--- config.mk ---
export PLATFORM = sky130hd
export DESIGN_NAME = imem_arbiter
export DESIGN_NICKNAME = d
export VERILOG_FILES = /design/src/rtl/imem_arbiter_pkg.sv /design/src/rtl/imem_arbiter_rr_pick.sv /design/src/rtl/imem_arbiter.sv
export SDC_FILE = /design/constraint.sdc
export NUM_CORES = 1
export LEC_CHECK = 0
export CAP_MARGIN = 20
export CORE_MARGIN = 5
export CORE_UTILIZATION = 55
export DETAILED_ROUTE_END_ITERATION = 8
export DONT_BUFFER_PORTS = 1
export GPL_TIMING_DRIVEN = 0
export PLACE_DENSITY = 0.71
export SLEW_MARGIN = 20
export SYNTH_ARGS = -nofsm -noshare
export SYNTH_HDL_FRONTEND = slang
export SYNTH_SLANG_ARGS = --single-unit
--- constraint.sdc ---
create_clock -name clk -period 1.78 [get_ports clk]
set_input_delay 0.089 -clock clk [delete_from_list [all_inputs] [get_ports clk]]
set_output_delay 0.089 -clock clk [all_outputs]
set_load 0.02 [all_outputs]
--- src/rtl/imem_arbiter_pkg.sv ---
// Shared definitions for the program-memory arbiter and its users.
`ifndef MEM_ADDR_WIDTH
`define MEM_ADDR_WIDTH 16
`endif

package imem_arbiter_pkg;

  // Widest requester set the arbiter is sized for.
  localparam int IMEM_NREQ_MAX = 4;

  // Fixed requester slots on the program-memory port.
  localparam int REQ_DECODER = 0;
  localparam int REQ_EXEC    = 1;

  // One-hot owner tag carried alongside each in-flight read.
  typedef logic [IMEM_NREQ_MAX-1:0] imem_tag_t;

  // Ownership state of the memory port.
  typedef enum logic {
    LOCK_FREE = 1'b0,
    LOCK_HELD = 1'b1
  } lock_state_t;

endpackage

--- src/rtl/imem_arbiter_rr_pick.sv ---
// Combinational round-robin picker: first asserted request at or after ptr,
// wrapping modulo N. Output is one-hot or zero.
module imem_arbiter_rr_pick #(
  parameter int N  = 2,
  parameter int IW = (N > 1) ? $clog2(N) : 1
) (
  input  logic [N-1:0]  req,
  input  logic [IW-1:0] ptr,
  output logic [N-1:0]  gnt
);

  logic [IW:0] idx;
  logic        found;

  // Walk the requesters from ptr, wrapping, and keep only the first hit.
  always_comb begin
    gnt   = '0;
    found = 1'b0;
    idx   = '0;
    for (int k = 0; k < N; k++) begin
      idx = {1'b0, ptr} + (IW+1)'(k);
      if (idx >= (IW+1)'(N)) idx = idx - (IW+1)'(N);
      if (!found && req[idx[IW-1:0]]) begin
        gnt[idx[IW-1:0]] = 1'b1;
        found            = 1'b1;
      end
    end
  end

endmodule

--- src/rtl/imem_arbiter.sv ---
// Round-robin arbiter for the single-port program memory. One read per cycle,
// owner tags follow each read through the fixed memory latency, and a lock
// lets one requester fetch a multi-byte varint without interleaving.
//
// lock_state | meaning
// -----------+------------------------------------------------------------
// LOCK_FREE  | normal round-robin among all requesters
// LOCK_HELD  | only requester lock_idx may be granted, even while it idles
module imem_arbiter
  import imem_arbiter_pkg::*;
#(
  parameter int NREQ    = 2,
  parameter int AW      = `MEM_ADDR_WIDTH,
  parameter int DW      = 8,
  parameter int MEM_LAT = 1
) (
  input  logic              clk,
  input  logic              reset,
  input  logic [NREQ-1:0]   req,
  input  logic [NREQ-1:0]   lock,
  input  logic [NREQ*AW-1:0] addr,
  output logic [NREQ-1:0]   gnt,
  output logic [NREQ-1:0]   rvalid,
  output logic [DW-1:0]     rdata,
  output logic              mem_en,
  output logic [AW-1:0]     mem_addr,
  input  logic [DW-1:0]     mem_rdata,
  output logic              busy
);

  localparam int IW = (NREQ > 1) ? $clog2(NREQ) : 1;

  lock_state_t     lock_state;
  logic [IW-1:0]   lock_idx;
  logic [IW-1:0]   rr_ptr;
  logic [NREQ-1:0] req_elig;
  logic [NREQ-1:0] pick_gnt;
  logic [IW-1:0]   gnt_idx;
  imem_tag_t       tag_pipe [MEM_LAT];

  // A held lock hides every request except the owner's.
  always_comb begin
    req_elig = req;
    if (lock_state == LOCK_HELD) req_elig = req & (NREQ'(1) << lock_idx);
  end

  imem_arbiter_rr_pick #(
    .N  (NREQ),
    .IW (IW)
  ) u_rr_pick (
    .req (req_elig),
    .ptr (rr_ptr),
    .gnt (pick_gnt)
  );

  // Grant, strobe and address are combinational; nothing is granted in reset.
  always_comb begin
    gnt      = reset ? '0 : pick_gnt;
    mem_en   = |gnt;
    mem_addr = '0;
    gnt_idx  = '0;
    for (int i = 0; i < NREQ; i++) begin
      if (gnt[i]) begin
        mem_addr = addr[i*AW +: AW];
        gnt_idx  = IW'(i);
      end
    end
  end

  // Lock FSM and round-robin pointer advance on every accepted read.
  always_ff @(posedge clk or posedge reset) begin
    if (reset) begin
      lock_state <= LOCK_FREE;
      lock_idx   <= '0;
      rr_ptr     <= '0;
    end else if (mem_en) begin
      rr_ptr     <= (gnt_idx == IW'(NREQ-1)) ? '0 : gnt_idx + IW'(1);
      lock_idx   <= gnt_idx;
      lock_state <= lock[gnt_idx] ? LOCK_HELD : LOCK_FREE;
    end
  end

  // Owner tags ride alongside the memory latency; the last stage steers
  // the returned byte into the output register.
  always_ff @(posedge clk or posedge reset) begin
    if (reset) begin
      for (int j = 0; j < MEM_LAT; j++) tag_pipe[j] <= '0;
      rvalid <= '0;
      rdata  <= '0;
    end else begin
      tag_pipe[0] <= imem_tag_t'(gnt);
      for (int j = 1; j < MEM_LAT; j++) tag_pipe[j] <= tag_pipe[j-1];
      rvalid <= tag_pipe[MEM_LAT-1][NREQ-1:0];
      if (|tag_pipe[MEM_LAT-1]) rdata <= mem_rdata;
    end
  end

  // Busy while the port is locked or any read is still in the memory.
  always_comb begin
    busy = (lock_state == LOCK_HELD);
    for (int j = 0; j < MEM_LAT; j++) busy = busy | (|tag_pipe[j]);
  end

endmodule

==> impl_results.md <==
* Worst Tran Pin Value at about 520 ps
* Clk_skew at 0.649 ps
* Final setup TNS at 0 ps
* P_int at 857 uW
* Critical path class: flop to output port
* Finish-stage setup viols at 0
* Worst R2R Setup Slack at 390 ps
* Core area at 1320 um2
* Cell row count at 13
* Share of post-route cells with drive strength above 1 at between 30% and 40%
* Max incr delay on CP at between 400 and 500 ps
* Post-synthesis sequential area ratio at 48.5%
* R2r startpoint: lock_state
* # Max-Cap Violations at 0
* RSZ-0062 raised after global routing: no
* Post-DR wirelength/cell at 18.4 um
* Min Hold Slack at 36.5 ps
* Synth Area in XOR/XNOR at 0%
* Mux contribution to synthesized area at 11.6%
* Hold Fails Final Rpt at 0
* Global-route wire length before repair at 2150 um
* CP endpoint kind: output port
* Syn Inst Count at 65
* Synth area leader: dfrtp_1
* Sw Pwr at between 600 and 700 uW
* Top Ports at 76
* Most frequent cells in the layout: dfrtp_1 (14), dlygate4sd3_1 (9), mux2_2 (8), a22o_4 (8), a22o_1 (8)
* Largest family of logic cells by synthesized area: compound AO/OA/AOI/OAI gates
* Syn Area/Cell at 11.9 um2
* Setup ws final at 87.7 ps
* Setup bufs post-CTS at 0
* Bufs on Longest Clock Path at 2
* Clock power share at 11.9%
* Slew headroom at 65.3%
* Commonest non-fill, non-tap cell in the layout: dfrtp_1
* Layout Nets at 125
* Minimum clock period at between 1500 and 2000 ps
* Initial Util at around 60%
* DP Worst Slack at approximately 340 ps
* Initial antenna violation count at 0
* CP Launch Type: flop
* Post-synth EDFFs at 0
* CTS tree: yes
* CP arrival at roughly 1600 ps
* Synth warnings at 0
* Synth async-reset ratio at 100%
* Cell area power density at roughly 1500 nW/um2
* Num CTS Buffers at 3
* Worst R2R Path Depth at 4
* Crit-path cells: nand3b_1 -> and3_4 -> buf_4 -> a22o_4
* Grt total ovfl at 0
* Layout Area Growth over Synthesis at 27.0%
* Clock Tree Root: clkbuf_4
* Outcome: completed
* Yosys top cell area share at 48.5%
* Chip Height at 47.5 um
* GRT Overall Usage at 13.8%
* Largest net degree at the start of global routing at 16
* Filler Cell Count at 93
* Slew Limit Fails at 0
* Worst path depth at 4
* Unique cell type count in the Yosys netlist at 23
* Origin of the worst setup path: lock_state
* Worst endpoint required time at approximately 1700 ps
* Clock Latency Late Sink at roughly 270 ps
* Full die area at 2260 um2
* Worst path slowest cell: dfrtp_2
* Max Clock Freq at 591 MHz
* Net Sw Frac at between 40% and 50%
* Worst r2r dst: lock_state
* Synth Flop Type: dfrtp_1
* Post-Synth Adder-Cell Area at 0%
* Crit path max-delay family: flip-flops
* Vias at 578
* Die X-Extent at between 40 and 50 um
* Hold Path Class: input pin to flop
* Synth Area in Compound Gates at 21.3%
* Synth Net Count at 111
* Sequential fraction of design power at 48.0%
* Final WL at 1710 um
* Placer Congestion at 0.641
* Static Leak at 0.445 nW
* First-pass iteration count of the detailed router at 4
* Drt drc at 0
* Comb pwr share at 40.2%
* PortBufs at 0
* DP HPWL at about 1300 um
* Peak supply drop at 1.14 mV
* Vias in the first global route at 536
* Clk sinks at 15
* Number of H-tree levels at 1
* Area contributors post-synth: dfrtp_1 (48%), a22o_1 (18%), mux2_2 (12%)
* CP Capture Point: mem_addr[12]
* Drt via density at 6.22
* Fraction of the cycle the final worst path needs at about 95%
* Post-route ant nets at 0
* Seq cells post-synth at 15
* Crit path buf inv count at 1
* Clock-pin slew on the worst setup and hold paths at 70 ps
* Ant. Diodes at 0
* Synthesized area at slightly below 800 um2
* Worst-path maximum fanout at 11
* Starting DRT DRC Count at 5
* Synth Area in Simple Gates at approximately an eighth
* Layout Utilization at approximately 75%
## layout make-up
cell class	instances	area [um2]	share of cell area (%)
clock buffer	4	26.3	2.67
sequential	15	377	38.3
multi-input combinational	43	425	43.3
tap	15	18.8	1.91
inverter	2	7.51	0.763
buffer	5	38.8	3.94
timing repair buffer	9	90.1	9.16
## power by group through the flow
stage | combinational (mW) | clock (mW) | sequential, mW
6_report | 0.599 | 0.177 | 0.716
5_1_grt | 0.651 | 0.211 | 0.736
4_1_cts | 0.554 | 0.189 | 0.718
3_5_place_dp | 0.538 | 0 | 0.724
3_3_place_gp | 0.530 | 0 | 0.722
2_1_floorplan | 0.487 | 0 | 0.696
## metrics by stage
step / std cells / power (mW) / area [um2]
finish: 93 / 1.49 / 983
global route: 93 / 1.60 / 983
CTS: 93 / 1.46 / 910
detailed placement: 80 / 1.26 / 793
global placement: 80 / 1.25 / 793
floorplan: 65 / 1.18 / 774
## flip-flops by register name (all words and copies together) (netlist names)
register	flops
rdata	8
rvalid	2
tag_pipe	2
lock_idx	1
lock_state	1
rr_ptr	1
## how the worst min path moves through the flow
| stage | start | end | slack [ps] | depth (start not counted) |
|---|---|---|---|---|
| after CTS | reset | rr_ptr | 20 | 3 |
| after global routing | reset | rr_ptr | 70 | 3 |
| after detailed placement | reset | rdata[3] | 50 | 1 |
| after global placement | reset | rdata[3] | 50 | 1 |
| after floorplan | reset | lock_idx | -10 | 1 |
| final | reset | rr_ptr | 40 | 3 |
## cell usage after synthesis (all sizes together) (2+ instances only)
| library cell | instances |
|---|---|
| inv | 2 |
| nor2b | 2 |
| a22o | 16 |
| nor2 | 4 |
| mux2 | 8 |
| buf | 5 |
| dfrtp | 15 |
## what timing repair did
action,4_1_cts,5_1_grt
endpoints found under the hold margin,23,0
gates resized for setup,0,19
hold buffers,9,0
setup endpoints to repair,0,8
## kinds of logic (layout without fill, tap and decap cells)
logic type      after synthesis  in the layout
flops                        15             15
simple gates                 16             16
compound gates               19             19
mux                           8              8
buf+inv                       7             20
## worst min-delay path, cell delays in order
cell and delay (ps):
nor2b_1 50, nor2_1 80, nor2_1 50
## routing by layer
| layer | global-route usage (%) | share of wire, % |
|---|---|---|
| met3 | 6.77 | 16 |
| met1 | 15.4 | 35 |
| met4 | 3.31 | 0 |
| met5 | 0 | 0 |
| met2 | 23.5 | 49 |
Note: power is estimated with default switching activity, not from simulation.
